File: src/rtl/fleet_pkg.sv
// Shared types, default constants and saturating helpers for the alien fleet controller.
// Pure declarations: no latency, no backpressure.
package fleet_pkg;

    typedef enum logic [2:0] {
        ST_IDLE,
        ST_MARCH,
        ST_TURN,
        ST_LOCKOUT,
        ST_CLEARED,
        ST_LANDED
    } fleet_state_t;

    localparam int          DEF_NUM_ALIENS   = 16;
    localparam int          FLEET_IDX_W      = $clog2(DEF_NUM_ALIENS);
    localparam logic [15:0] DEF_BASE_PERIOD  = 16'd50000;
    localparam logic [15:0] DEF_MIN_PERIOD   = 16'd2000;
    localparam logic [15:0] DEF_PERIOD_STEP  = 16'd3000;
    localparam logic [15:0] DEF_STEP_WIDTH   = 16'd2;
    localparam logic [15:0] DEF_DESCEND_STEP = 16'd8;
    localparam logic [15:0] DEF_LAND_Y       = 16'd400;
    localparam logic [15:0] DEF_FIRE_PERIOD  = 16'd30000;

    // Subtract step but never go below floor_val (and never wrap).
    function automatic logic [15:0] floor_sub(input logic [15:0] val,
                                              input logic [15:0] step,
                                              input logic [15:0] floor_val);
        logic [16:0] limit;
        limit = {1'b0, floor_val} + {1'b0, step};
        if ({1'b0, val} < limit) begin
            return floor_val;
        end
        return val - step;
    endfunction

    function automatic logic [15:0] sat_add(input logic [15:0] a,
                                            input logic [15:0] b);
        logic [16:0] sum;
        sum = {1'b0, a} + {1'b0, b};
        return sum[16] ? 16'hFFFF : sum[15:0];
    endfunction

endpackage

File: src/rtl/fleet_shooter_select.sv
// Round-robin shooter picker: fire timer expiry or shooter death starts a scan for the next alive alien.
// Scan advances one index per cycle; armed_vec is masked by alive_vec so a dead shooter drops at once.
module fleet_shooter_select
    import fleet_pkg::*;
#(
    parameter int          NUM_ALIENS  = DEF_NUM_ALIENS,
    parameter logic [15:0] FIRE_PERIOD = DEF_FIRE_PERIOD
) (
    input  logic                  clk,
    input  logic                  rst_n,
    input  logic [NUM_ALIENS-1:0] alive_vec,
    input  logic                  enable,
    input  logic                  clear,
    output logic [NUM_ALIENS-1:0] armed_vec,
    output logic                  busy
);

    localparam int                    IDX_W    = $clog2(NUM_ALIENS);
    localparam logic [IDX_W-1:0]      LAST_IDX = IDX_W'(NUM_ALIENS - 1);
    localparam logic [NUM_ALIENS-1:0] ONE      = NUM_ALIENS'(1);

    logic [IDX_W-1:0]      ptr;
    logic [IDX_W-1:0]      ptr_inc;
    logic [15:0]           timer;
    logic [NUM_ALIENS-1:0] armed_q;
    logic                  expire;
    logic                  shooter_died;

    assign ptr_inc      = (ptr == LAST_IDX) ? '0 : ptr + 1'b1;
    assign expire       = enable && !busy && (({1'b0, timer} + 17'd1) >= {1'b0, FIRE_PERIOD});
    assign shooter_died = |(armed_q & ~alive_vec);
    assign armed_vec    = armed_q & alive_vec;

    always_ff @(posedge clk or negedge rst_n) begin
        if (!rst_n) begin
            ptr     <= '0;
            timer   <= '0;
            armed_q <= '0;
            busy    <= 1'b0;
        end else if (clear) begin
            ptr     <= '0;
            timer   <= '0;
            armed_q <= '0;
            busy    <= 1'b0;
        end else if (shooter_died) begin
            armed_q <= '0;
            busy    <= 1'b1;
            ptr     <= ptr_inc;
        end else if (busy) begin
            if (alive_vec[ptr]) begin
                armed_q <= ONE << ptr;
                busy    <= 1'b0;
            end else begin
                ptr <= ptr_inc;
            end
        end else if (expire) begin
            // Reselection starts past the current shooter so firing rotates round the fleet.
            timer   <= '0;
            armed_q <= '0;
            busy    <= 1'b1;
            ptr     <= ptr_inc;
        end else if (enable) begin
            timer <= timer + 16'd1;
        end
    end

endmodule

File: src/rtl/alien_fleet_controller.sv
// Fleet controller: alive/armed vectors, march direction/speed/descent, wave-cleared and invaded status.
// All outputs registered (armed_vec gated by state); kills and reversals take effect at the next edge, no backpressure.
module alien_fleet_controller
    import fleet_pkg::*;
#(
    parameter int          NUM_ALIENS   = DEF_NUM_ALIENS,
    parameter logic [15:0] BASE_PERIOD  = DEF_BASE_PERIOD,
    parameter logic [15:0] MIN_PERIOD   = DEF_MIN_PERIOD,
    parameter logic [15:0] PERIOD_STEP  = DEF_PERIOD_STEP,
    parameter logic [15:0] STEP_WIDTH   = DEF_STEP_WIDTH,
    parameter logic [15:0] DESCEND_STEP = DEF_DESCEND_STEP,
    parameter logic [15:0] LAND_Y       = DEF_LAND_Y,
    parameter logic [15:0] FIRE_PERIOD  = DEF_FIRE_PERIOD
) (
    input  logic                          clk,
    input  logic                          rst_n,
    input  logic                          start,
    input  logic [NUM_ALIENS-1:0]         edge_hit_vec,
    input  logic                          hit_valid,
    input  logic [$clog2(NUM_ALIENS)-1:0] hit_index,
    output logic [NUM_ALIENS-1:0]         alive_vec,
    output logic [NUM_ALIENS-1:0]         armed_vec,
    output logic                          movement_direction,
    output logic [15:0]                   movement_frequency,
    output logic [15:0]                   movement_width,
    output logic [15:0]                   fleet_y_offset,
    output logic                          descend_pulse,
    output logic                          kill_ack,
    output logic                          wave_cleared,
    output logic                          invaded
);

    localparam int                    IDX_W = $clog2(NUM_ALIENS);
    localparam int                    CNT_W = IDX_W + 1;
    localparam int                    EXT_W = 1 << IDX_W;
    localparam logic [NUM_ALIENS-1:0] ONE   = NUM_ALIENS'(1);

    fleet_state_t          state;
    fleet_state_t          state_next;
    logic [CNT_W-1:0]      alive_count;
    logic [16:0]           lock_cnt;
    logic [EXT_W-1:0]      alive_ext;
    logic [NUM_ALIENS-1:0] kill_mask;
    logic                  active;
    logic                  edge_seen;
    logic                  kill_ok;
    logic                  last_kill;
    logic                  do_turn;
    logic                  load_lock;
    logic [NUM_ALIENS-1:0] sel_armed;
    logic                  sel_busy;

    // Pad to a power of two so an out-of-range index reads a dead slot.
    always_comb begin
        alive_ext                   = '0;
        alive_ext[NUM_ALIENS-1:0]   = alive_vec;
    end

    assign active    = (state == ST_MARCH) || (state == ST_TURN) || (state == ST_LOCKOUT);
    assign edge_seen = (state == ST_MARCH) && |(edge_hit_vec & alive_vec);
    assign kill_ok   = active && hit_valid && alive_ext[hit_index];
    assign last_kill = kill_ok && (alive_count == CNT_W'(1));
    assign kill_mask = ONE << hit_index;

    always_ff @(posedge clk or negedge rst_n) begin
        if (!rst_n) begin
            state <= ST_IDLE;
        end else begin
            state <= state_next;
        end
    end

    always_comb begin
        state_next = state;
        do_turn    = 1'b0;
        load_lock  = 1'b0;
        if (start) begin
            state_next = ST_MARCH;
        end else begin
            case (state)
                ST_MARCH: begin
                    if (last_kill) begin
                        state_next = ST_CLEARED;
                    end else if (edge_seen) begin
                        state_next = ST_TURN;
                        do_turn    = 1'b1;
                    end
                end
                ST_TURN: begin
                    if (last_kill) begin
                        state_next = ST_CLEARED;
                    end else if (fleet_y_offset >= LAND_Y) begin
                        state_next = ST_LANDED;
                    end else begin
                        state_next = ST_LOCKOUT;
                        load_lock  = 1'b1;
                    end
                end
                ST_LOCKOUT: begin
                    if (last_kill) begin
                        state_next = ST_CLEARED;
                    end else if (lock_cnt == '0) begin
                        state_next = ST_MARCH;
                    end
                end
                default: begin
                end
            endcase
        end
    end

    always_ff @(posedge clk or negedge rst_n) begin
        if (!rst_n) begin
            alive_vec          <= '0;
            alive_count        <= '0;
            movement_direction <= 1'b1;
            movement_frequency <= BASE_PERIOD;
            fleet_y_offset     <= '0;
            lock_cnt           <= '0;
            descend_pulse      <= 1'b0;
            kill_ack           <= 1'b0;
            wave_cleared       <= 1'b0;
            invaded            <= 1'b0;
        end else begin
            descend_pulse <= 1'b0;
            kill_ack      <= 1'b0;
            wave_cleared  <= 1'b0;
            if (start) begin
                alive_vec          <= '1;
                alive_count        <= CNT_W'(NUM_ALIENS);
                movement_direction <= 1'b1;
                movement_frequency <= BASE_PERIOD;
                fleet_y_offset     <= '0;
                lock_cnt           <= '0;
                invaded            <= 1'b0;
            end else begin
                if (kill_ok) begin
                    alive_vec          <= alive_vec & ~kill_mask;
                    alive_count        <= alive_count - 1'b1;
                    movement_frequency <= floor_sub(movement_frequency, PERIOD_STEP, MIN_PERIOD);
                    kill_ack           <= 1'b1;
                    wave_cleared       <= last_kill;
                end
                // The reversal is committed on entry to TURN so descend_pulse lines up with the new offset.
                if (do_turn) begin
                    movement_direction <= ~movement_direction;
                    fleet_y_offset     <= sat_add(fleet_y_offset, DESCEND_STEP);
                    descend_pulse      <= 1'b1;
                end
                if (load_lock) begin
                    lock_cnt <= {1'b0, movement_frequency} + 17'd1;
                end else if ((state == ST_LOCKOUT) && (lock_cnt != '0)) begin
                    lock_cnt <= lock_cnt - 17'd1;
                end
                if (state_next == ST_LANDED) begin
                    invaded <= 1'b1;
                end
            end
        end
    end

    fleet_shooter_select #(
        .NUM_ALIENS  (NUM_ALIENS),
        .FIRE_PERIOD (FIRE_PERIOD)
    ) u_shooter (
        .clk       (clk),
        .rst_n     (rst_n),
        .alive_vec (alive_vec),
        .enable    ((state == ST_MARCH) || (state == ST_LOCKOUT)),
        .clear     (start || !active),
        .armed_vec (sel_armed),
        .busy      (sel_busy)
    );

    // No shooter is shown while a reselection scan is in flight or outside active play.
    assign armed_vec      = (active && !sel_busy) ? sel_armed : '0;
    assign movement_width = STEP_WIDTH;

endmodule

File: config.mk
export PLATFORM = sky130hd
export DESIGN_NAME = alien_fleet_controller
export DESIGN_NICKNAME = d
export VERILOG_FILES = /design/src/rtl/fleet_pkg.sv /design/src/rtl/fleet_shooter_select.sv /design/src/rtl/alien_fleet_controller.sv
export SDC_FILE = /design/constraint.sdc
export NUM_CORES = 1
export LEC_CHECK = 0
export CAP_MARGIN = 30
export CORE_MARGIN = 2
export CORE_UTILIZATION = 45
export CTS_BUF_LIST = sky130_fd_sc_hd__clkbuf_4 sky130_fd_sc_hd__clkbuf_8
export DETAILED_ROUTE_END_ITERATION = 10
export MAX_ROUTING_LAYER = met4
export PLACE_DENSITY = 0.77
export SYNTH_ARGS = -nofsm -noshare
export SYNTH_HDL_FRONTEND = slang
export SYNTH_SLANG_ARGS = --single-unit
export TNS_END_PERCENT = 10
File: constraint.sdc
create_clock -name clk -period 2.7 [get_ports clk]
set_clock_uncertainty 0.1 [all_clocks]
set_input_delay 0.405 -clock clk [delete_from_list [all_inputs] [get_ports clk]]
set_output_delay 0.405 -clock clk [all_outputs]
set_load 0.01 [all_outputs]
### After elaboration in Yosys (flattened, before gate mapping)

Index checks and enable logic that the tools add are counted.

| word-level totals | value |
|---|---|
| bits in registers | 115 |
| output and inout port bits | 85 |
| logic and storage cells | 143 |

| cells by class | value |
|---|---|
| bitwise operators | 7 |
| equality and inequality tests | 10 |
| add/sub/neg operators | 8 |
| mux-type cells | 69 |
| $lt $le $gt $ge | 5 |
| reductions and logical operators | 27 |
| shift operators | 2 |

Operators by type and width:

| cell | number |
|---|---|
| 16-bit 2-to-1 mux | 20 |
| 16-bit bitwise AND | 4 |
| 17-bit 2-to-1 mux | 3 |
| 16-bit by 1-bit adder with 17-bit output (second input constant) | 2 |
| 16-bit NOT | 2 |
| 16-bit OR reduction | 2 |
| 1-bit by 4-bit << shifter with 16-bit output (first input constant) | 2 |
| 1-bit 2-to-1 mux | 28 |
| 4-bit 2-to-1 mux | 6 |
| 3-bit 2-to-1 mux | 7 |
| 16-bit by 4-bit adder with 17-bit output (second input constant) | 1 |
| 17-bit by 15-bit greater-or-equal comparator with 1-bit output (second input constant) | 1 |
| 17-bit logical NOT | 1 |
| 17-bit nonzero test | 1 |
| 17-bit by 1-bit subtractor with 17-bit output (second input constant) | 1 |
| 16-bit by 1-bit adder with 16-bit output (second input constant) | 1 |
| 16-bit by 9-bit greater-or-equal comparator with 1-bit output (second input constant) | 1 |
| 16-bit by 13-bit less-than comparator with 1-bit output (second input constant) | 1 |
| 16-bit by 12-bit subtractor with 16-bit output (second input constant) | 1 |
| 4-bit by 5-bit less-than comparator with 1-bit output (second input constant) | 2 |
| 5-bit 2-to-1 mux | 2 |
| 3-bit case mux with 3 select lines | 1 |
| 1-bit binary-select mux with 4-bit select | 2 |
| 1-bit logical AND | 8 |
| 17 further kinds | 28 |

### Depth between registers and ports, before layout

Gate-level depths: netlist of the first run.

| depth | value |
|---|---|
| depth after elaboration | 12 |
| mapped depth | 10 |
| gate-level depth less buffers | 9 |

### Cells and area by module

From an unflattened synthesis of the first run, not the netlist that was laid out.

| second synthesis, totals | value |
|---|---|
| cells, all modules | 737 |
| area, all modules | 6,866.6 sq um |

Modules (own cells, without submodules):

| module | seq. area each (sq um) | times used | cells an instance | area each (sq um) |
|---|---|---|---|---|
| alien_fleet_controller | 1,835.5 | 1 | 470 | 4,302.9 |
| fleet_shooter_select | 925.9 | 1 | 267 | 2,563.7 |

### Worst setup path before layout of the first run

Ideal clock, no wire load.

| timing path | value |
|---|---|
| path type | input -> register |
| start | input hit_index[0] |
| end | register fleet_y_offset[15] |
| setup slack | -262 ps |
| setup time | 99 ps |
| arrival time | 2,763 ps |
| stages | 9 |
| data required time | 2,501 ps |
| cell sequence | buf_2 mux4_2 mux4_2 and3_4 nor4b_4 and4_1 buf_4 a41oi_1 a311oi_1 |

| between the ends | value |
|---|---|
| cells in the longest elaborated chain, start to end | 8 |

Ends and longest elaborated chain:

| element | RTL line | text |
|---|---|---|
| start, declared | alien_fleet_controller.sv:20 | `input logic [$clog2(NUM_ALIENS)-1:0] hit_index,` |
| 1-bit binary-select mux with 4-bit select | alien_fleet_controller.sv:61 | `assign kill_ok = active && hit_valid && alive_ext[hit_index];` |
| 1-bit 2-to-1 mux (not written as such) | alien_fleet_controller.sv:61 |  |
| 1-bit logical AND | alien_fleet_controller.sv:61 |  |
| 1-bit logical AND | alien_fleet_controller.sv:62 | `assign last_kill = kill_ok && (alive_count == CNT_W'(1));` |
| 1-bit 2-to-1 mux | alien_fleet_controller.sv:82 | `if (last_kill) begin` |
| 1-bit 2-to-1 mux | alien_fleet_controller.sv:80 | `case (state)` |
| 1-bit 2-to-1 mux | alien_fleet_controller.sv:77 | `if (start) begin` |
| 2-bit nonzero test (no source line) | n/a |  |
| end signal, assigned | alien_fleet_controller.sv:147 | `fleet_y_offset <= sat_add(fleet_y_offset, DESCEND_STEP);` |
| end, declared | alien_fleet_controller.sv:26 | `output logic [15:0] fleet_y_offset,` |

No other way between the ends. The select of a mux whose other input is x is not followed.
A chain may end at the register's enable or synchronous reset.

### Final worst setup path of the first run

| timing path | value |
|---|---|
| start | register alive_vec[7] |
| end | register fleet_y_offset[11] |

| between the ends | value |
|---|---|
| cells in the longest elaborated chain, start to end | 8 |
| elaborated cells on any way between the ends | 12 |

Ends and longest elaborated chain:

| element | RTL line | text |
|---|---|---|
| start, declared | alien_fleet_controller.sv:21 | `output logic [NUM_ALIENS-1:0] alive_vec,` |
| start signal, assigned | alien_fleet_controller.sv:138 | `alive_vec <= alive_vec & ~kill_mask;` |
| 1-bit binary-select mux with 4-bit select or 16-bit bitwise AND (tied branches) | alien_fleet_controller.sv:61, alien_fleet_controller.sv:60 |  |
| 1-bit 2-to-1 mux (not written as such) or 16-bit OR reduction (tied branches) | alien_fleet_controller.sv:61, alien_fleet_controller.sv:60 |  |
| 1-bit logical AND, on equally long branches | alien_fleet_controller.sv:61, alien_fleet_controller.sv:60 |  |
| 1-bit logical AND or 1-bit 2-to-1 mux (tied branches) | alien_fleet_controller.sv:62, alien_fleet_controller.sv:84 |  |
| 1-bit 2-to-1 mux * | alien_fleet_controller.sv:82 |  |
| 1-bit 2-to-1 mux * | alien_fleet_controller.sv:80 |  |
| 1-bit 2-to-1 mux * | alien_fleet_controller.sv:77 |  |
| 2-bit nonzero test (no source line) * | n/a |  |

Every way passes the cells marked *; elsewhere a longest branch is shown, timed or not. The select of a mux whose other input is x is not followed.

==> results.txt, run 1 <==
The die is roughly 130 µm wide. The via total after detailed routing is just over 6000. The total half-perimeter wirelength after legalization and detailed placement came out at roughly 12 mm. The combined global-route utilization of all metal layers came out at 0.231. Walking the worst path, the cells encountered are mux4_2 > mux4_2 > and3_4 > nor4b_4 > and4_4 > and4_1 > nor3_2. The sequential fraction of the synthesis area is 0.416. The final critical-path share of the clock period is 1.02.

The count of unique library cells instantiated by Yosys came out at 70. The vertical extent of the die is around 130 µm. The cell count after synthesis is 716.

STA classifies the critical path startpoint as a flip-flop. The buffers plus inverters on the worst setup path came out at 0. The analysis attributes to cell leakage a power of about 4 nW. The number of fill cells came out at roughly 1200. The largest individual stage delay along the critical path comes from the cell sky130_fd_sc_hd__mux4_2. The CTS H-tree depth came out at 3. The number of antenna violations at the first check in global routing is 0. By area the synthesized netlist is led by sky130_fd_sc_hd__dfrtp_1 (39%), sky130_fd_sc_hd__nor2_1 (4.2%), sky130_fd_sc_hd__mux4_2 (3.1%). The count of non-filler cells in the finished layout is roughly 1100.

Among all cell types in the netlist, the one instantiated most often is sky130_fd_sc_hd__dfrtp_1. TritonCTS built the clock tree. The number of global-route vias before repair came to approximately 6000. The final non-filler cell area came out at a little under 9000 µm².

The die area is around 16000 µm². The tightest slew margin relative to the limit is 0.468. For this run, the detailed router's first-pass iteration total came to 4. The power per unit of standard cell area is ~520 nW/µm². The first global-routing pass estimated 29.1 mm of wire. The total number of placement rows came out at 44. At the worst endpoint, the required time is around 2900 ps. The total setup violations reported at the end of the flow came out at 7. The actual slew at the worst max-slew pin is between 700 and 800 ps. The proportion of register bits with asynchronous set or reset after synthesis came out at 1.00.

The initial utilization of the core area, before any placement, comes to 0.458. Counting I/O delays and the setup requirement, the final critical path takes between 2000 and 3000 ps. Once routing completed, OpenROAD measured the worst setup slack at -62.6 ps. The core box area is 14500 µm². The clock-pin slew on the worst setup and hold paths is approximately 110 ps. The number of max-capacitance violations reported came out at 0.

The final reports fail on negative setup slack. The wire length per cell after detailed routing is around 17 µm. The number of cells in the design after placement came out at 1025. The routability congestion estimate from global placement came out at 0.889. The number of flops mapped to enable cells by yosys came out at 0.

The post-synthesis cell area came out at 6640 µm². The post-detailed-route DRC marker count came out at 0. The flip-flop and latch count after synthesis is 110.

The flow ran to the end, but the final reports show violations. The most used flip-flop cell after synthesis is sky130_fd_sc_hd__dfrtp_1. The final net count is 900. The repair_antennas step left the layout with diodes totalling 0.

The most frequent cell on the critical path is sky130_fd_sc_hd__mux4_2. For this design the top-level I/O count stands at between 100 and 150. The count of warnings emitted by yosys came out at 0. The cell class contributing the biggest share of worst-path delay is simple AND/OR/NAND/NOR gates. The total cell area at the placement stage came out at a little over 8000 µm². The tree is rooted in a sky130_fd_sc_hd__clkbuf_8.

From synthesis to final layout, the design area changed by 30.8%. The number of slew-limit violations in the final report came out at 0. The worst ir drop on vdd came out at ~290 µV. The CTS buffer count is 9.

The maximum root-to-sink buffer count is 2. The synthesized area per cell came out at 9.27 µm². The endpoint arrival time on the critical path is about 2900 ps. The area fraction of the dominant cell type after synthesis came out at 0.388. The critical path is of the flip-flop to flip-flop type. The first routing iteration left 436 violations.

The insertion delay to the later sink of the worst-skew pair is slightly below 400 ps. The highest cell delay on the worst timing path is 490 ps. Setup repair after global routing could not meet its margin everywhere. After global routing the overflow that remains totals 0. The synthesized design spends more area on one cell type than any other, namely sky130_fd_sc_hd__dfrtp_1. The routed design has 17.6 mm of wire. In the routed layout, each cell is associated on average with a via count of about 6.

The maximum number of pins on one net before global-route repair came out at 74. The upper clock frequency limit is approximately 360 MHz. The largest fanout on the critical path is 6. The type of destination of the critical path is a flip-flop. The count of nets left with antenna violations once routing finished came out at 0.

Setup total negative slack on the finished layout was measured at -237 ps. The final hold violation count was 0. Input and output buffers added on the ports amount to 89. At the end of the flow the core is filled with cells to 0.599. Ranked by instance count, the synthesized netlist is headed by sky130_fd_sc_hd__dfrtp_1 (103), sky130_fd_sc_hd__nor2_1 (75), sky130_fd_sc_hd__nand2_1 (39).

The clock sink count came out at 110. The path type of the worst min-delay path is primary input to flip-flop. Of the cells placed in the final design, the portion with a size suffix greater than 1 is 0.204.
==> through the flow <==
step | setup slack, ps | hold slack, ps | power [W]
floorplan | -146 | 9.41 | 0.00279
global placement | -744 | 292 | 0.00335
detailed placement | -827 | 294 | 0.00339
CTS | -131 | 336 | 0.00446
global route | -141 | 347 | 0.00480
finish | -62.6 | 357 | 0.00453
==> what timing repair did <==
item | in CTS | in global routing
endpoints found under the hold margin | 32 | 0
pin swaps | 15 | 31
hold buffers | 1 | 0
endpoints found under the setup margin | 64 | 74
gates resized for setup | 18 | 58
setup buffers | 5 | 6
==> layer usage <==
metal  up-vias  track usage  share of wire
met3        31       0.0270          0.052
met5         -            -              0
met4         0       0.0882          0.020
li1       2899            -              -
met1      3057        0.319           0.45
met2       225        0.350           0.48
==> cells in the final DEF (no fill, tap or decap), types with 6 or more instances in the layout <==
| master | count |
|---|---|
| sky130_fd_sc_hd__o21ai_0 | 13 |
| sky130_fd_sc_hd__dlymetal6s2s_1 | 13 |
| sky130_fd_sc_hd__a21oi_1 | 24 |
| sky130_fd_sc_hd__a22o_1 | 15 |
| sky130_fd_sc_hd__buf_4 | 84 |
| sky130_fd_sc_hd__buf_6 | 7 |
| sky130_fd_sc_hd__nor2_1 | 73 |
| sky130_fd_sc_hd__a31oi_1 | 15 |
| sky130_fd_sc_hd__clkdlybuf4s50_1 | 69 |
| sky130_fd_sc_hd__dfstp_2 | 7 |
| sky130_fd_sc_hd__a32o_1 | 7 |
| sky130_fd_sc_hd__xnor2_1 | 16 |
| sky130_fd_sc_hd__and3_1 | 24 |
| sky130_fd_sc_hd__mux4_2 | 9 |
| sky130_fd_sc_hd__a21o_1 | 9 |
| sky130_fd_sc_hd__nor3_1 | 17 |
| sky130_fd_sc_hd__nor4_1 | 8 |
| sky130_fd_sc_hd__and2_1 | 8 |
| sky130_fd_sc_hd__clkbuf_8 | 9 |
| sky130_fd_sc_hd__o21ai_1 | 16 |
| sky130_fd_sc_hd__nand4_1 | 9 |
| sky130_fd_sc_hd__nor2b_1 | 21 |
| sky130_fd_sc_hd__and4_1 | 9 |
| sky130_fd_sc_hd__nand2_1 | 38 |
| sky130_fd_sc_hd__xor2_1 | 6 |
| sky130_fd_sc_hd__nand2b_1 | 20 |
| sky130_fd_sc_hd__ha_1 | 12 |
| sky130_fd_sc_hd__conb_1 | 19 |
| sky130_fd_sc_hd__dfrtp_2 | 6 |
| sky130_fd_sc_hd__a211oi_1 | 15 |
| sky130_fd_sc_hd__dfrtp_1 | 97 |
| sky130_fd_sc_hd__inv_1 | 19 |
| sky130_fd_sc_hd__nand3_1 | 20 |
==> final cells by class <==
class / count / area (µm²) / share of cell area
Clock buffer: 10 / 131 / 0.0151
Clock inverter: 6 / 70.1 / 0.00807
Inverter: 22 / 82.6 / 0.00952
Multi-Input combinational cell: 536 / 3690 / 0.425
Sequential cell: 110 / 2770 / 0.319
Timing Repair Buffer: 184 / 1700 / 0.196
Tap cell: 184 / 230 / 0.0265
==> worst register-to-register path, delay by kind of cell (launching register included) <==
family / cells / cell delay, ps
multiplexers: 2 / 970
AND/OR/NAND/NOR: 5 / 1160
flip-flops: 1 / 410
==> state kept, by name, indices dropped and copies added (netlist names), 3 cells and up <==
register,count
state,3
lock_cnt,17
u_shooter.ptr,4
u_shooter.armed_q,16
u_shooter.timer,16
alive_vec,16
movement_frequency,13
alive_count,5
fleet_y_offset,14
==> logic make-up (layout without fill, tap and decap cells) <==
group,count (synthesis),count (layout),share of synthesized area
buf+inv,87,222,0.0624
other cells,2,19,0.00113
compound gates,180,180,0.194
fa+ha+maj,13,13,0.0245
simple gates,284,284,0.228
mux,18,18,0.0449
xor+xnor,22,22,0.0290
flops,110,110,0.416
==> where the power goes <==
part	internal, W	switching, W	leakage (nW)
Sequential	0.00181	0.000195	1.39
Clock	0.000446	0.000591	0.0929
Combinational	0.000761	0.000723	2.43
==> final timing paths <==
| kind | from | end | slack (ps) | cells past startpoint |
|---|---|---|---|---|
| hold reg to reg | u_shooter.armed_q[4]$_DFFE_PN0P_ | u_shooter.armed_q[4]$_DFFE_PN0P_ | 410 | 1 |
| hold / removal | start | u_shooter.busy$_DFF_PN0_ | 360 | 3 |
| setup reg to reg | alive_vec[7]$_DFFE_PN0P_ | fleet_y_offset[11]$_DFFE_PN0P_ | -60 | 7 |
| min in group asynchronous | rst_n | u_shooter.armed_q[12]$_DFFE_PN0P_ | 410 | 2 |
| max in group asynchronous | rst_n | u_shooter.timer[7]$_DFFE_PN0P_ | 1350 | 3 |
| setup / recovery | alive_vec[7]$_DFFE_PN0P_ | fleet_y_offset[11]$_DFFE_PN0P_ | -60 | 7 |
Power figures use the tool's default switching activity.
==> run 2: changes to the inputs <==
==> constraint.sdc (replaced) <==
create_clock -name clk -period 2.7 [get_ports clk]
set_clock_uncertainty 0.1 [all_clocks]
set_input_delay 0.27 -clock clk [delete_from_list [all_inputs] [get_ports clk]]
set_output_delay 0.27 -clock clk [all_outputs]
set_load 0.01 [all_outputs]
==> run 2 against run 1 <==
  * Largest power group unchanged
  * Worst hold slack worse by 110 ps
  * Final area is 1.5% higher
  * Clock power is essentially flat
  * The flow still finishes with violations (negative setup slack)
  * Non-clock buffer count up 16
==> results.txt, run 2 (synthesized netlist as in run 1, its figures left out) <==
The run finished, with violations left. The checks that failed: negative setup slack. The routability congestion estimate from global placement is 0.872 (-1.8%). The number of cells on the critical path is 8 (+1). The data required time at the worst endpoint came to 2900 ps (+40 ps). The upper clock frequency limit is 356 MHz (-1.6%).

The cell sitting at the root of the clock tree is a sky130_fd_sc_hd__clkbuf_8. The combined global-route utilization of all metal layers is 0.231 (+0.000688). The number of slew-limit violations in the final report came out at 0 (unchanged). The iteration count of the initial detailed-routing pass is 5 (+1).

The highest cell delay on the worst timing path is 500 ps (about the same). The post-detailed-route via-to-cell ratio came out at 5.84 (-1.2%). The total routed wirelength came out at 18.2 mm (+3.5%). The global-route wire length before repair came out at 29.0 mm (-0.21%). The minimum hold slack came to 250 ps (-107 ps). The vertical extent of the die came out at 125 µm (unchanged). Leaving out fill and tap cells, the most frequent cell in the layout is sky130_fd_sc_hd__dfrtp_1. The buffers plus inverters on the worst setup path was 1 (+1). The largest register by flop count is lock_cnt. The startpoint of the worst register-to-register path is alive_vec[15]$_DFFE_PN0P_. In this run the worst setup path begins at alive_vec[15]$_DFFE_PN0P_. The routed wire length on met3 came to 1.09 mm (+19%).

Setup repair after global routing could not meet its margin everywhere. The layout-stage area growth over the synthesis result is 32.8%. On the critical path the largest part of the delay comes from multiplexers. The final critical-path share of the clock period was 1.04 (+0.0171). Routed signal wires occupy layers up through met4. The core box area came to 14500 µm² (unchanged). The min-delay analysis places its worst path in the category primary input to flip-flop. The maximum root-to-sink buffer count is 2 (unchanged). The via total after detailed routing came out at 6233 (+0.34%). The power per unit of standard cell area is 515 nW/µm² (-1.4%). The capturing point of the worst reg2reg path is fleet_y_offset[12]$_DFFE_PN0P_. The detailed-route wire length on metal 1 came to 7.91 mm (-0.30%).

The starting density of the core was 0.458 (unchanged). The total half-perimeter wirelength after legalization and detailed placement came out at 12.2 mm (+0.54%). The number of flip-flops in the largest register is 17 (unchanged).

The CTS H-tree depth was 3 (unchanged). The first-iteration detailed-routing DRC count came out at 461 (+5.7%). The post-detailed-route DRC marker count is 0 (unchanged). The largest individual stage delay along the critical path comes from the cell sky130_fd_sc_hd__mux4_2. The leakage component of the power is 3.73 nW (-4.5%).

The total setup violations reported at the end of the flow is 7 (unchanged). The insertion delay to the later sink of the worst-skew pair came out at 400 ps (about the same). The actual slew at the worst max-slew pin came out at 805 ps (+6.92 ps). The clock tree from TritonCTS is done. The number of nets with antenna violations after detailed routing came out at 0 (unchanged).

The worst setup slack before clock tree synthesis is -653 ps (+174 ps). The most frequent cell on the critical path is sky130_fd_sc_hd__mux4_2. The endpoint arrival time on the critical path came out at 3010 ps (+90 ps).

The count of boundary I/O pins came out at 109 (unchanged). The diode insertion count for antenna repair came out at 0 (unchanged). The count of buffers from port buffering came out at 89 (unchanged). The register-to-register path setup slack is -110 ps (-50 ps).

The worst setup path category is flip-flop to flip-flop. The final net count came out at 916 (+1.8%). The die area came out at 15700 µm² (unchanged).

The cell depth of the worst flop-to-flop path was 8 (+1). The number of antenna violations at the first check in global routing is 0 (unchanged). The clock-pin slew on the worst setup and hold paths is 110 ps (about the same).

The final hold violation count was 0 (unchanged). The share of final-layout standard cells stronger than drive strength 1 is 0.217 (+0.0133). The routed length on met2 is 8.90 mm (+6.0%). The tightest slew margin relative to the limit came to 0.449 (-0.0185).

The worst ir drop on vdd is 262 µV (-8.4%). The clock sink count is 110 (unchanged). The width of the chip came out at 125 µm (unchanged). The total number of placement rows is 44 (unchanged). The maximum number of pins on one net before global-route repair is 74 (unchanged). Traced cell by cell, the critical path runs through mux4_2 > mux4_2 > and3_4 > nor4b_4 > buf_4 > and2_4 > a31oi_1 > a311oi_1.

The clock period minus final worst setup slack came out at 2810 ps (+46.2 ps). The minimum setup slack in the final design came to -109 ps (-46.2 ps). The CTS buffer count is 9 (unchanged). The top cell types in the final layout, fill and taps aside, are sky130_fd_sc_hd__dfrtp_1 (98), sky130_fd_sc_hd__buf_4 (97), sky130_fd_sc_hd__clkdlybuf4s50_1 (86). The largest fanout on the critical path is 5 (-1). In this run the worst setup path terminates at fleet_y_offset[12]$_DFFE_PN0P_. The number of max-capacitance violations reported is 0 (unchanged).

The worst setup path is launched from a flip-flop. The leftover overflow at the end of global routing came out at 0 (unchanged). The number of global-route vias before repair is 5831 (+0.017%). The wire length per cell after detailed routing is 17.1 µm (+2.0%). STA classifies the critical path endpoint as a flip-flop.
## run 2: cell types whose count changed in the layout (fill, tap and decap cells not counted), moves of 3 or more
| cell | previous run | this run |
|---|---|---|
| sky130_fd_sc_hd__buf_4 | 84 | 97 |
| sky130_fd_sc_hd__dlymetal6s2s_1 | 13 | 0 |
| sky130_fd_sc_hd__buf_6 | 7 | 11 |
| sky130_fd_sc_hd__clkdlybuf4s50_1 | 69 | 86 |
| sky130_fd_sc_hd__clkbuf_4 | 1 | 4 |
| sky130_fd_sc_hd__dlygate4sd2_1 | 4 | 1 |
## run 2: worst min-delay path, delay by kind of cell
family                 cells  cell delay, ps
and+or+nand+nor            2             330
buffers and inverters      1             110
## run 2: layout make-up
class                      instances  area (µm²)
timing repair buffer             200        1780
sequential                       110        2770
clock buffer                      13         160
fill                            1219        5670
multi-input combinational        536        3740
clock inverter                     3        46.3
tap                              184         230
inverter                          22        82.6
## run 2: power breakdown
part / internal, W / switching [W]
registers: 0.00181 / 0.000182
logic: 0.000743 / 0.000737
clock network: 0.000488 / 0.000572
total: 0.00304 / 0.00149
## run 2: how the worst min path moves through the flow
stage | depth (start not counted) | startpoint | end | slack [ps]
3_5_place_dp | 1 | rst_n | u_shooter.armed_q[12]$_DFFE_PN0P_ | 200
2_1_floorplan | 0 | rst_n | alive_count[0]$_DFFE_PN0P_ | -130
6_report | 3 | start | u_shooter.busy$_DFF_PN0_ | 250
4_1_cts | 3 | start | u_shooter.busy$_DFF_PN0_ | 210
3_3_place_gp | 1 | rst_n | u_shooter.armed_q[12]$_DFFE_PN0P_ | 200
5_1_grt | 3 | start | u_shooter.busy$_DFF_PN0_ | 270
## run 2: metal layers
metal / up-vias / GRT usage
li1: 2931 / -
met1: 3043 / 0.318
met2: 233 / 0.359
met3: 26 / 0.0291
met4: 0 / 0.0739
met5: - / -
## run 2: what timing repair did
action / 4_1_cts / 5_1_grt
endpoints found under the setup margin: 53 / 62
hold buffers: 1 / 0
pin swaps: 8 / 31
buffers inserted: 2 / 13
gates resized for setup: 15 / 48
gates cloned: 0 / 1
hold endpoints to repair: 41 / 0
## run 2: through the flow
step,instance area [µm²],power (W),cells,util,setup TNS [ps]
floorplan,6710,0.00279,733,-,-227
global placement,8230,0.00334,1036,0.568,-19160
detailed placement,8230,0.00337,1036,0.568,-21550
CTS,8500,0.00446,1055,0.587,-427
global route,8810,0.00480,1068,0.608,-4600
finish,8810,0.00453,1068,0.608,-374
==> run 3: changes to the inputs <==
--- a/config.mk
+++ b/config.mk
@@ -5,13 +5,14 @@
 export SDC_FILE = /design/constraint.sdc
 export NUM_CORES = 1
 export LEC_CHECK = 0
+export ABC_AREA = 1
 export CAP_MARGIN = 30
 export CORE_MARGIN = 2
-export CORE_UTILIZATION = 45
+export CORE_UTILIZATION = 51
 export CTS_BUF_LIST = sky130_fd_sc_hd__clkbuf_4 sky130_fd_sc_hd__clkbuf_8
 export DETAILED_ROUTE_END_ITERATION = 10
 export MAX_ROUTING_LAYER = met4
-export PLACE_DENSITY = 0.77
+export PLACE_DENSITY = 0.84
 export SYNTH_ARGS = -nofsm -noshare
 export SYNTH_HDL_FRONTEND = slang
 export SYNTH_SLANG_ARGS = --single-unit
==> run 3 against run 2 <==
  * The flow now finishes without violations
  * Routed wire length increased by 0.76%
  * Flip-flop and latch count unchanged
  * Sequential power increased by 12%
  * Synthesized cell count increased by 34%
  * Count of clock-buffer cells in the layout increased by 1
  * Worst hold slack improved by 33 ps
  * Area after synthesis increased by 6.1%
  * Final area decreased by 5.3%
  * Fmax increased by 7.3%
  * Via count increased by 6.6%
  * Largest power group is now combinational logic
==> results.txt, run 3 <==
The flow ran to the end, and the final reports show no timing, DRC or antenna violations. The leftover overflow at the end of global routing came to 0 (unchanged). The clock-pin slew on the worst setup and hold paths is 100 ps (about the same). The post-detailed-route DRC marker count is 0 (unchanged). The count of buffers from port buffering was 89 (unchanged). The largest register by flop count is lock_cnt. The most frequently used flop master after synthesis is sky130_fd_sc_hd__dfrtp_1.

The number of buffers added for setup after CTS is 0 (-2). The final hold violation count is 0 (unchanged). The upper clock frequency limit came out at 382 MHz (+7.3%). The startpoint of the worst register-to-register path is alive_vec[3]$_DFFE_PN0P_. The register-to-register path setup slack came out at 320 ps (+430 ps). The final net count came out at 1099 (+20%). The data required time at the worst endpoint is 2330 ps (-570 ps).

The leakage component of the power came to 3.98 nW (+6.7%). By area the synthesized netlist is led by sky130_fd_sc_hd__dfrtp_1 (37%), sky130_fd_sc_hd__nand2_1 (12%), sky130_fd_sc_hd__inv_1 (6.9%). The insertion delay to the later sink of the worst-skew pair is 400 ps (about the same). The iteration count of the initial detailed-routing pass came to 8 (+3). The maximum number of pins on one net before global-route repair came out at 52 (-30%). The total half-perimeter wirelength after legalization and detailed placement is 13.8 mm (+13%). The total routed wirelength came out at 18.4 mm (+0.76%). The synthesized area per cell came to 7.31 µm² (-21%). The final critical-path share of the clock period is 0.969 (-0.0709). The total setup violations reported at the end of the flow came out at 0 (-7).

The vertical extent of the die is 121 µm (-3.1%). The number of flops mapped to enable cells by yosys is 0 (unchanged). The wire length per cell after detailed routing came to 14.8 µm (-13%).

The number of max-capacitance violations reported came to 0 (unchanged). STA classifies the critical path endpoint as an output port. The worst setup path category is flip-flop to output port.

The maximum root-to-sink buffer count is 2 (unchanged). The cell type with the highest aggregate area in the netlist is sky130_fd_sc_hd__dfrtp_1. The global-route wire length before repair came out at 30.0 mm (+3.3%). The cell depth of the worst flop-to-flop path is 8 (unchanged).

The proportion of register bits with asynchronous set or reset after synthesis is 1.00 (unchanged). The share of the core filled with cells in the final layout is 0.625 (+0.0166). The routability congestion estimate from global placement is 0.967 (+11%).

The share of final-layout standard cells stronger than drive strength 1 came out at 0.0909 (-0.126). The number of fill cells came out at 1210 (-0.74%). The first-iteration detailed-routing DRC count is 412 (-11%). The count of unique library cells instantiated by Yosys is 45 (-36%).

The count of warnings emitted by yosys came out at 0 (unchanged). The library cell used most frequently in the layout, excluding fill and tap cells, is sky130_fd_sc_hd__nand2_1. The setup total negative slack is 0 ps (+374 ps). The via total after detailed routing is 6645 (+6.6%). TritonCTS built the clock tree. The worst hold path belongs to the class primary input to async pin.

The post-synthesis cell area came out at 7040 µm² (+6.1%). The number of flip-flops in the largest register came out at 17 (unchanged). The root buffer cell chosen for the clock tree is sky130_fd_sc_hd__clkbuf_8.

The capturing point of the worst reg2reg path is fleet_y_offset[7]$_DFFE_PN0P_. The overall power after layout is 0.00556 W (+23%). The power per unit of standard cell area came out at 667 nW/µm² (+30%). The CTS buffer count is 9 (unchanged). The worst setup path is launched from a flip-flop.

The combined global-route utilization of all metal layers was 0.263 (+0.0318). The die area is 14800 µm² (-6.2%). The core box area came out at 13300 µm² (-7.8%). The area fraction of the dominant cell type after synthesis came out at 0.366 (-0.0222). The clock sink count was 110 (unchanged). The starting density of the core came to 0.527 (+0.0690). The CTS H-tree depth came out at 3 (unchanged). The worst ir drop on vdd is 312 µV (+19%).

In the layout the commonest cells are sky130_fd_sc_hd__nand2_1 (218), sky130_fd_sc_hd__inv_1 (129), sky130_fd_sc_hd__dfrtp_1 (103). The width of the chip is 121 µm (-3.1%). Relative to the synthesized area, the layout overhead comes to 18.5%. The cell count after synthesis is 963 (+34%).

The diode insertion count for antenna repair was 0 (unchanged). The count of boundary I/O pins is 109 (unchanged). The flip-flop and latch count after synthesis was 110 (unchanged).

The number of slew-limit violations in the final report came out at 0 (unchanged). The total number of placement rows came out at 42 (-4.5%). The number of nets with antenna violations after detailed routing is 0 (unchanged). The tightest slew margin relative to the limit was 0.616 (+0.166).

The largest fanout on the critical path is 8 (+3). The number of global-route vias before repair is 6149 (+5.5%). By count the netlist is led by sky130_fd_sc_hd__nand2_1 (219), sky130_fd_sc_hd__inv_1 (129), sky130_fd_sc_hd__dfrtp_1 (103). The actual slew at the worst max-slew pin is 575 ps (-230 ps). The most numerous cell in the Yosys netlist is sky130_fd_sc_hd__nand2_1.

The endpoint arrival time on the critical path came out at 2250 ps (-760 ps). The sequential fraction of the synthesis area is 0.392 (-0.0238). The clock period minus final worst setup slack is 2620 ps (-192 ps). The post-detailed-route via-to-cell ratio came out at 5.35 (-8.4%). The number of antenna violations at the first check in global routing was 0 (unchanged).
## run 3: cell types whose count changed after synthesis, sizes merged, moves of 25 or more
cell | previous run | this run
clkbuf | 37 | 10
o21ai | 29 | 76
nand3 | 20 | 84
inv | 22 | 135
nor2 | 75 | 108
nand2 | 39 | 233
and3 | 25 | 0
## run 3: area by class of cell
type | instances | area, µm² | share of cell area
clock inverters | 2 | 16.3 | 0.00195
well taps | 176 | 220 | 0.0264
multi-input cells | 689 | 3550 | 0.426
inverters | 141 | 532 | 0.0637
repair buffers | 111 | 1090 | 0.130
flip-flops and latches | 110 | 2760 | 0.331
clock buffers | 14 | 174 | 0.0208
## run 3: worst max path at each step
stage                                  endpoint  slack [ps]  cells past startpoint                           start
3_5_place_dp            lock_cnt[7]$_DFFE_PN0P_          60                     15                    hit_index[0]
2_1_floorplan  u_shooter.armed_q[7]$_DFFE_PN0P_         690                     14  u_shooter.timer[0]$_DFFE_PN0P_
3_3_place_gp            lock_cnt[3]$_DFFE_PN0P_         140                     15                    hit_index[0]
6_report                           armed_vec[4]          80                      6              state[2]$_DFF_PN0_
4_1_cts                            armed_vec[9]          60                      7              state[2]$_DFF_PN0_
5_1_grt                           armed_vec[15]         -20                      7              state[2]$_DFF_PN0_
## run 3: per-stage QoR
| stage | cells | worst slack [ps] | area [µm²] | hold slack, ps |
|---|---|---|---|---|
| floorplan | 980 | 686 | 7100 | -126 |
| global placement | 1226 | 138 | 8130 | 176 |
| detailed placement | 1226 | 61.1 | 8130 | 182 |
| CTS | 1243 | 59.0 | 8330 | 295 |
| global route | 1243 | -21.4 | 8340 | 335 |
| finish | 1243 | 82.7 | 8340 | 284 |
## run 3: worst max-delay path: stages, from the launching register on
cell and delay [ps]:
sky130_fd_sc_hd__dfrtp_1 440, sky130_fd_sc_hd__nor2_2 150, sky130_fd_sc_hd__nor2_1 70, sky130_fd_sc_hd__inv_1 120, sky130_fd_sc_hd__nand2_2 140, sky130_fd_sc_hd__nor3_1 320
sky130_fd_sc_hd__clkdlybuf4s50_1 620
## run 3: logic make-up after synthesis
logic type	count (synthesis)	synth area share
compound gates	157	0.126
buf+inv	181	0.113
simple gates	478	0.317
xor+xnor	22	0.0274
other cells	2	0.00107
fa+ha+maj	13	0.0231
flops	110	0.392
## run 3: power by group
part	switching, W	total [W]	leakage [nW]	internal, W
registers	0.000306	0.00222	1.40	0.00192
logic	0.00148	0.00236	2.49	0.000883
clock network	0.000562	0.000982	0.0972	0.000420
## run 3: what timing repair did
| item | in CTS | in global routing |
|---|---|---|
| hold endpoints to repair | 38 | 0 |
| hold buffers | 1 | 0 |
| gates resized for setup | 1 | 3 |
| pin swaps | 0 | 0 |
| setup endpoints to repair | 2 | 6 |
## run 3: layer usage
layer,GRT usage,up-vias,routed length (µm)
met2,0.412,222,8700
met3,0.0451,26,1190
met4,0.0682,0,275
met1,0.358,3103,8190
met5,-,-,0
li1,-,3294,-
